--- config.mk ---
export PLATFORM = sky130hd
export DESIGN_NAME = decimation_scan_ctrl
export DESIGN_NICKNAME = d
export VERILOG_FILES = /design/src/rtl/decimation_scan_ctrl.sv
export SDC_FILE = /design/constraint.sdc
export NUM_CORES = 1
export LEC_CHECK = 0
export CORE_MARGIN = 1.5
export CORE_UTILIZATION = 35
export DETAILED_ROUTE_END_ITERATION = 7
export GPL_TIMING_DRIVEN = 0
export PLACE_DENSITY_LB_ADDON = 0.3
export SYNTH_ARGS = -nofsm -noshare
export SYNTH_HDL_FRONTEND = slang
export SYNTH_SLANG_ARGS = --single-unit
--- constraint.sdc ---
create_clock -name clk -period 4.53 [get_ports clk]
set_clock_uncertainty 0.1 [all_clocks]
set_input_delay 0.6795 -clock clk [delete_from_list [all_inputs] [get_ports clk]]
set_output_delay 0.6795 -clock clk [all_outputs]
set_load 0.005 [all_outputs]
--- src/rtl/decimation_scan_ctrl.sv ---
`default_nettype none
// ============================================================================
//  Module   : decimation_scan_ctrl
//  Purpose  : Raster-order frame sequencer for the 2^SHIFT_FACTOR:1 decimator;
//             issues output coordinates and writes returned pixels linearly.
//  Revision : 1.0 - initial release
// ============================================================================
module decimation_scan_ctrl #(
  parameter int IMG_WIDTH_IN  = 160,
  parameter int IMG_HEIGHT_IN = 120,
  parameter int SHIFT_FACTOR  = 1,
  parameter int RAM_LATENCY   = 1
) (
  input  logic        clk,
  input  logic        rst_n,
  input  logic        start,
  input  logic        abort,
  output logic [8:0]  x_out_coord,
  output logic [7:0]  y_out_coord,
  input  logic [7:0]  pixel_in,
  output logic [14:0] w_addr,
  output logic [7:0]  w_data,
  output logic        w_en,
  output logic        busy,
  output logic        done
);

  localparam int         c_OUT_W  = IMG_WIDTH_IN >> SHIFT_FACTOR;
  localparam int         c_OUT_H  = IMG_HEIGHT_IN >> SHIFT_FACTOR;
  localparam logic [8:0] c_X_LAST = 9'(c_OUT_W - 1);
  localparam logic [7:0] c_Y_LAST = 8'(c_OUT_H - 1);

  typedef enum logic [1:0] {
    ST_IDLE  = 2'd0,
    ST_SCAN  = 2'd1,
    ST_DRAIN = 2'd2,
    ST_FIN   = 2'd3
  } state_t;

  state_t                 r_state;
  state_t                 w_next;
  logic [8:0]             r_x;
  logic [7:0]             r_y;
  logic [RAM_LATENCY-1:0] r_vld;
  logic [14:0]            r_wr_cnt;
  logic [14:0]            r_w_addr;
  logic [7:0]             r_w_data;
  logic                   r_w_en;
  logic                   w_issue;
  logic                   w_tap;
  logic                   w_last_coord;

  assign w_issue      = (r_state == ST_SCAN);
  assign w_tap        = r_vld[RAM_LATENCY-1];
  assign w_last_coord = (r_x == c_X_LAST) && (r_y == c_Y_LAST);

  always_ff @(posedge clk or negedge rst_n) begin
    if (!rst_n) r_state <= ST_IDLE;
    else        r_state <= w_next;
  end

  always_comb begin
    w_next = r_state;
    case (r_state)
      ST_IDLE:  if (start && !abort) w_next = ST_SCAN;
      ST_SCAN:  if (abort) w_next = ST_IDLE;
                else if (w_last_coord) w_next = ST_DRAIN;
      ST_DRAIN: if (abort) w_next = ST_IDLE;
                else if (r_vld == '0) w_next = ST_FIN;
      ST_FIN:   w_next = ST_IDLE;
      default:  w_next = ST_IDLE;
    endcase
  end

  // Coordinates sit at zero outside SCAN so the address stage sees a stable input.
  always_ff @(posedge clk or negedge rst_n) begin
    if (!rst_n) begin
      r_x <= '0;
      r_y <= '0;
    end else if (w_issue && !abort && !w_last_coord) begin
      if (r_x == c_X_LAST) begin
        r_x <= '0;
        r_y <= r_y + 8'd1;
      end else begin
        r_x <= r_x + 9'd1;
      end
    end else begin
      r_x <= '0;
      r_y <= '0;
    end
  end

  generate
    if (RAM_LATENCY == 1) begin : g_vld_single
      always_ff @(posedge clk or negedge rst_n) begin
        if (!rst_n) r_vld <= '0;
        else        r_vld <= abort ? 1'b0 : w_issue;
      end
    end else begin : g_vld_multi
      always_ff @(posedge clk or negedge rst_n) begin
        if (!rst_n) r_vld <= '0;
        else        r_vld <= abort ? '0 : {r_vld[RAM_LATENCY-2:0], w_issue};
      end
    end
  endgenerate

  always_ff @(posedge clk or negedge rst_n) begin
    if (!rst_n) begin
      r_wr_cnt <= '0;
      r_w_addr <= '0;
      r_w_data <= '0;
      r_w_en   <= 1'b0;
    end else begin
      r_w_en <= w_tap && !abort;
      if (r_state == ST_IDLE) begin
        r_wr_cnt <= '0;
      end else if (w_tap && !abort) begin
        r_w_addr <= r_wr_cnt;
        r_w_data <= pixel_in;
        r_wr_cnt <= r_wr_cnt + 15'd1;
      end
    end
  end

  assign x_out_coord = r_x;
  assign y_out_coord = r_y;
  assign w_addr      = r_w_addr;
  assign w_data      = r_w_data;
  assign w_en        = r_w_en;
  assign busy        = (r_state == ST_SCAN) || (r_state == ST_DRAIN);
  assign done        = (r_state == ST_FIN);

endmodule
`default_nettype wire

==> results.json <==
{
  "status": "finished, final reports clean",
  "clk_pin_slew_worst_paths_ns": 0.06,
  "hp-class": "in -> async",
  "fillCellCount": 695,
  "finalHoldViolations": 0,
  "htree_levels": 3,
  "slew_headroom_pct": 47.7,
  "dr.pass1.iters": 4,
  "ys_types": 38,
  "numClockSinks": 59,
  "crit_required_ns": 3.75,
  "synth_edf_count": 0,
  "drive_above_1_share_pct": 11.0,
  "synth_area_per_cell_um2": 11.6,
  "vias": 1975,
  "period_minus_slack_ns": 2.35,
  "post_cts_buffers": 0,
  "ys_seq_area_share_pct": 55.3,
  "netlist_area_mm2": 0.00267,
  "synth_nets": 249,
  "antenna_found_initial": 0,
  "fp.dieH_um": 90.3,
  "rsz0062_at_grt": "false",
  "rows": 31,
  "ir_drop_uv": 148,
  "diodes": 0,
  "grt_max_degree": 36,
  "layout.nets": 315,
  "synth_cells": 230,
  "cp-start-kind": "flip-flop",
  "critical_path_class": "reg -> out",
  "gr-total-overflow": 0,
  "root_buffer": "clkbuf_8",
  "antenna_left": 0,
  "r2r_cells": 6,
  "p_sw_share_pct": 28.4,
  "dieArea_mm2": 0.00816,
  "clock_power_share_pct": 30.1,
  "drc": 0,
  "cp_data_arrival_time_ns": 1.57,
  "area_delta_synth_final_pct": 31.9,
  "maxCapViolations": 0,
  "layout_commonest_cell": "dfrtp_1",
  "grt_pass1_wl_um": 9200,
  "worst_setup_path_end_kind": "primary output",
  "finalSetupViolCount": 0,
  "numPortBuffers": 54,
  "hold_ws_ns": 0.327,
  "synth_seq_cells": 59,
  "ctsResizeCount": 0,
  "ys_async_sr_fraction_pct": 100,
  "wl_um": 5280,
  "stdcell_count": 400,
  "p_per_area_mw_per_mm2": 395,
  "leakagePower_nw": 1.52,
  "worst_pin_slew_ns": 0.784,
  "yosysWarnings": 0,
  "clockBufferDepth": 2,
  "ys.flop_type": "dfrtp_1",
  "cts-hold-fix-buffers": 0,
  "period_share_pct": 51.8,
  "ios": 55,
  "cts_tree": "done",
  "tns_ns": 0,
  "final_max_slew_viol_count": 0,
  "pwr-share-comb_pct": 24.8,
  "gp_congestion": 0.755,
  "place_hpwl_um": 3700,
  "p_seq_share_pct": 45.1,
  "vias_per_cell": 4.94,
  "seq_area_mm2": 0.00148,
  "r2r_slack_ns": 2.57,
  "grt_usage_pct": 14.0,
  "initial_core_util_pct": 36.4,
  "die_x_um": 90.3,
  "p_int_w": 0.000996,
  "total_power_w": 0.00139,
  "switching_power_w": 0.000394,
  "layout_common_cells": "59 x dfrtp_1, 53 x clkdlybuf4s50_1, 24 x nor2_1",
  "wl_per_cell_um": 13.2,
  "max_freq_ghz": 0.426,
  "drt-initial-drc-count": 44,
  "post-place-cells": 384,
  "cp_max_fo": 4,
  "r2r_start": "x_out_coord[0]",
  "multi_input_area_mm2": 0.00114,
  "core-area_mm2": 0.00733,
  "clk_latency_ns": 0.33,
  "rr_endpoint": "y_out_coord[6]",
  "numCtsBuffers": 9,
  "grt_pass1_vias": 1955
}
cell usage after synthesis, types with 2 or more instances:
cell type / instances / area, um2
or3_1: 4 / 25.0
xnor2_1: 8 / 70.1
o21ai_0: 4 / 20.0
mux2_2: 11 / 124
inv_1: 5 / 18.8
nand3_1: 9 / 45.0
o31ai_1: 2 / 15.0
nor3_1: 3 / 15.0
nand4_1: 8 / 50.1
and4_1: 4 / 35.0
or4_1: 2 / 15.0
nor2_1: 24 / 90.1
dfrtp_1: 59 / 1480
ha_1: 7 / 87.6
clkbuf_1: 3 / 11.3
and4b_1: 2 / 20.0
mux2_1: 13 / 146
buf_2: 5 / 25.0
xor2_1: 11 / 96.3
nor2b_1: 3 / 18.8
nand2_1: 16 / 60.1
a21oi_1: 10 / 50.1
and3_1: 2 / 12.5
stage by stage:
stage	util [%]	setup WS [ns]	instance area [um2]
floorplan	-	2.57	2670
global placement	45.5	0.772	3330
detailed placement	45.7	1.81	3350
CTS	48.0	2.15	3520
global route	48.0	2.04	3520
finish	48.0	2.18	3520
worst max-delay path, cell delays in order, from the launching register on:
cell and delay (ns):
dfrtp_1 0.39, inv_1 0.08, ha_1 0.29, clkdlybuf4s50_1 0.49
kinds of logic after synthesis:
logic type               after synthesis  share of synthesized area [%]
XOR/XNOR                              19                           6.24
AND/OR/NAND/NOR                       84                           17.1
flip-flops                            59                           55.3
AO/OA/AOI/OAI                         23                           5.53
multiplexers                          25                           10.5
adder cells (fa/ha/maj)                7                           3.28
buffers and inverters                 13                           2.06
worst max-delay path by stage:
| stage | cells past startpoint | slack (ns) | to | start |
|---|---|---|---|---|
| global placement | 1 | 0.77 | x_out_coord[7] | rst_n |
| CTS | 7 | 2.15 | w_addr[3] | abort |
| finish | 3 | 2.18 | busy | r_state[0] |
| global route | 7 | 2.04 | w_addr[3] | abort |
| floorplan | 6 | 2.57 | w_addr[2] | abort |
| detailed placement | 7 | 1.81 | w_addr[3] | abort |
state kept, by name (all words and copies together), names as in the netlist:
signal and cells:
r_state 2, w_en 1, r_vld 1, x_out_coord 9, y_out_coord 8, r_wr_cnt 15
w_data 8, w_addr 15
final cells by class:
| cell class | count | share of cell area [%] |
|---|---|---|
| sequential | 59 | 41.9 |
| multi-input combinational | 158 | 32.3 |
| timing repair buffer | 55 | 15.8 |
| clock buffer | 14 | 4.62 |
| tap | 99 | 3.52 |
| buffer | 8 | 1.03 |
| inverter | 5 | 0.533 |
| clock inverter | 2 | 0.284 |
routing by layer:
layer | track usage [%] | wire length (um) | up-vias
li1 | - | - | 951
met1 | 18.1 | 2480 | 968
met2 | 22.3 | 2490 | 46
met3 | 3.11 | 205 | 10
met4 | 6.75 | 106 | 0
met5 | 0 | 0 | -
power groups by stage:
stage               sequential (W)  combinational, W  clock, W
floorplan                 0.000635          0.000172         0
global placement          0.000635          0.000347         0
detailed placement        0.000637          0.000354         0
CTS                       0.000628          0.000355  0.000432
global route              0.000638          0.000387  0.000454
finish                    0.000627          0.000345  0.000418
(Power assumes the default switching activity.)
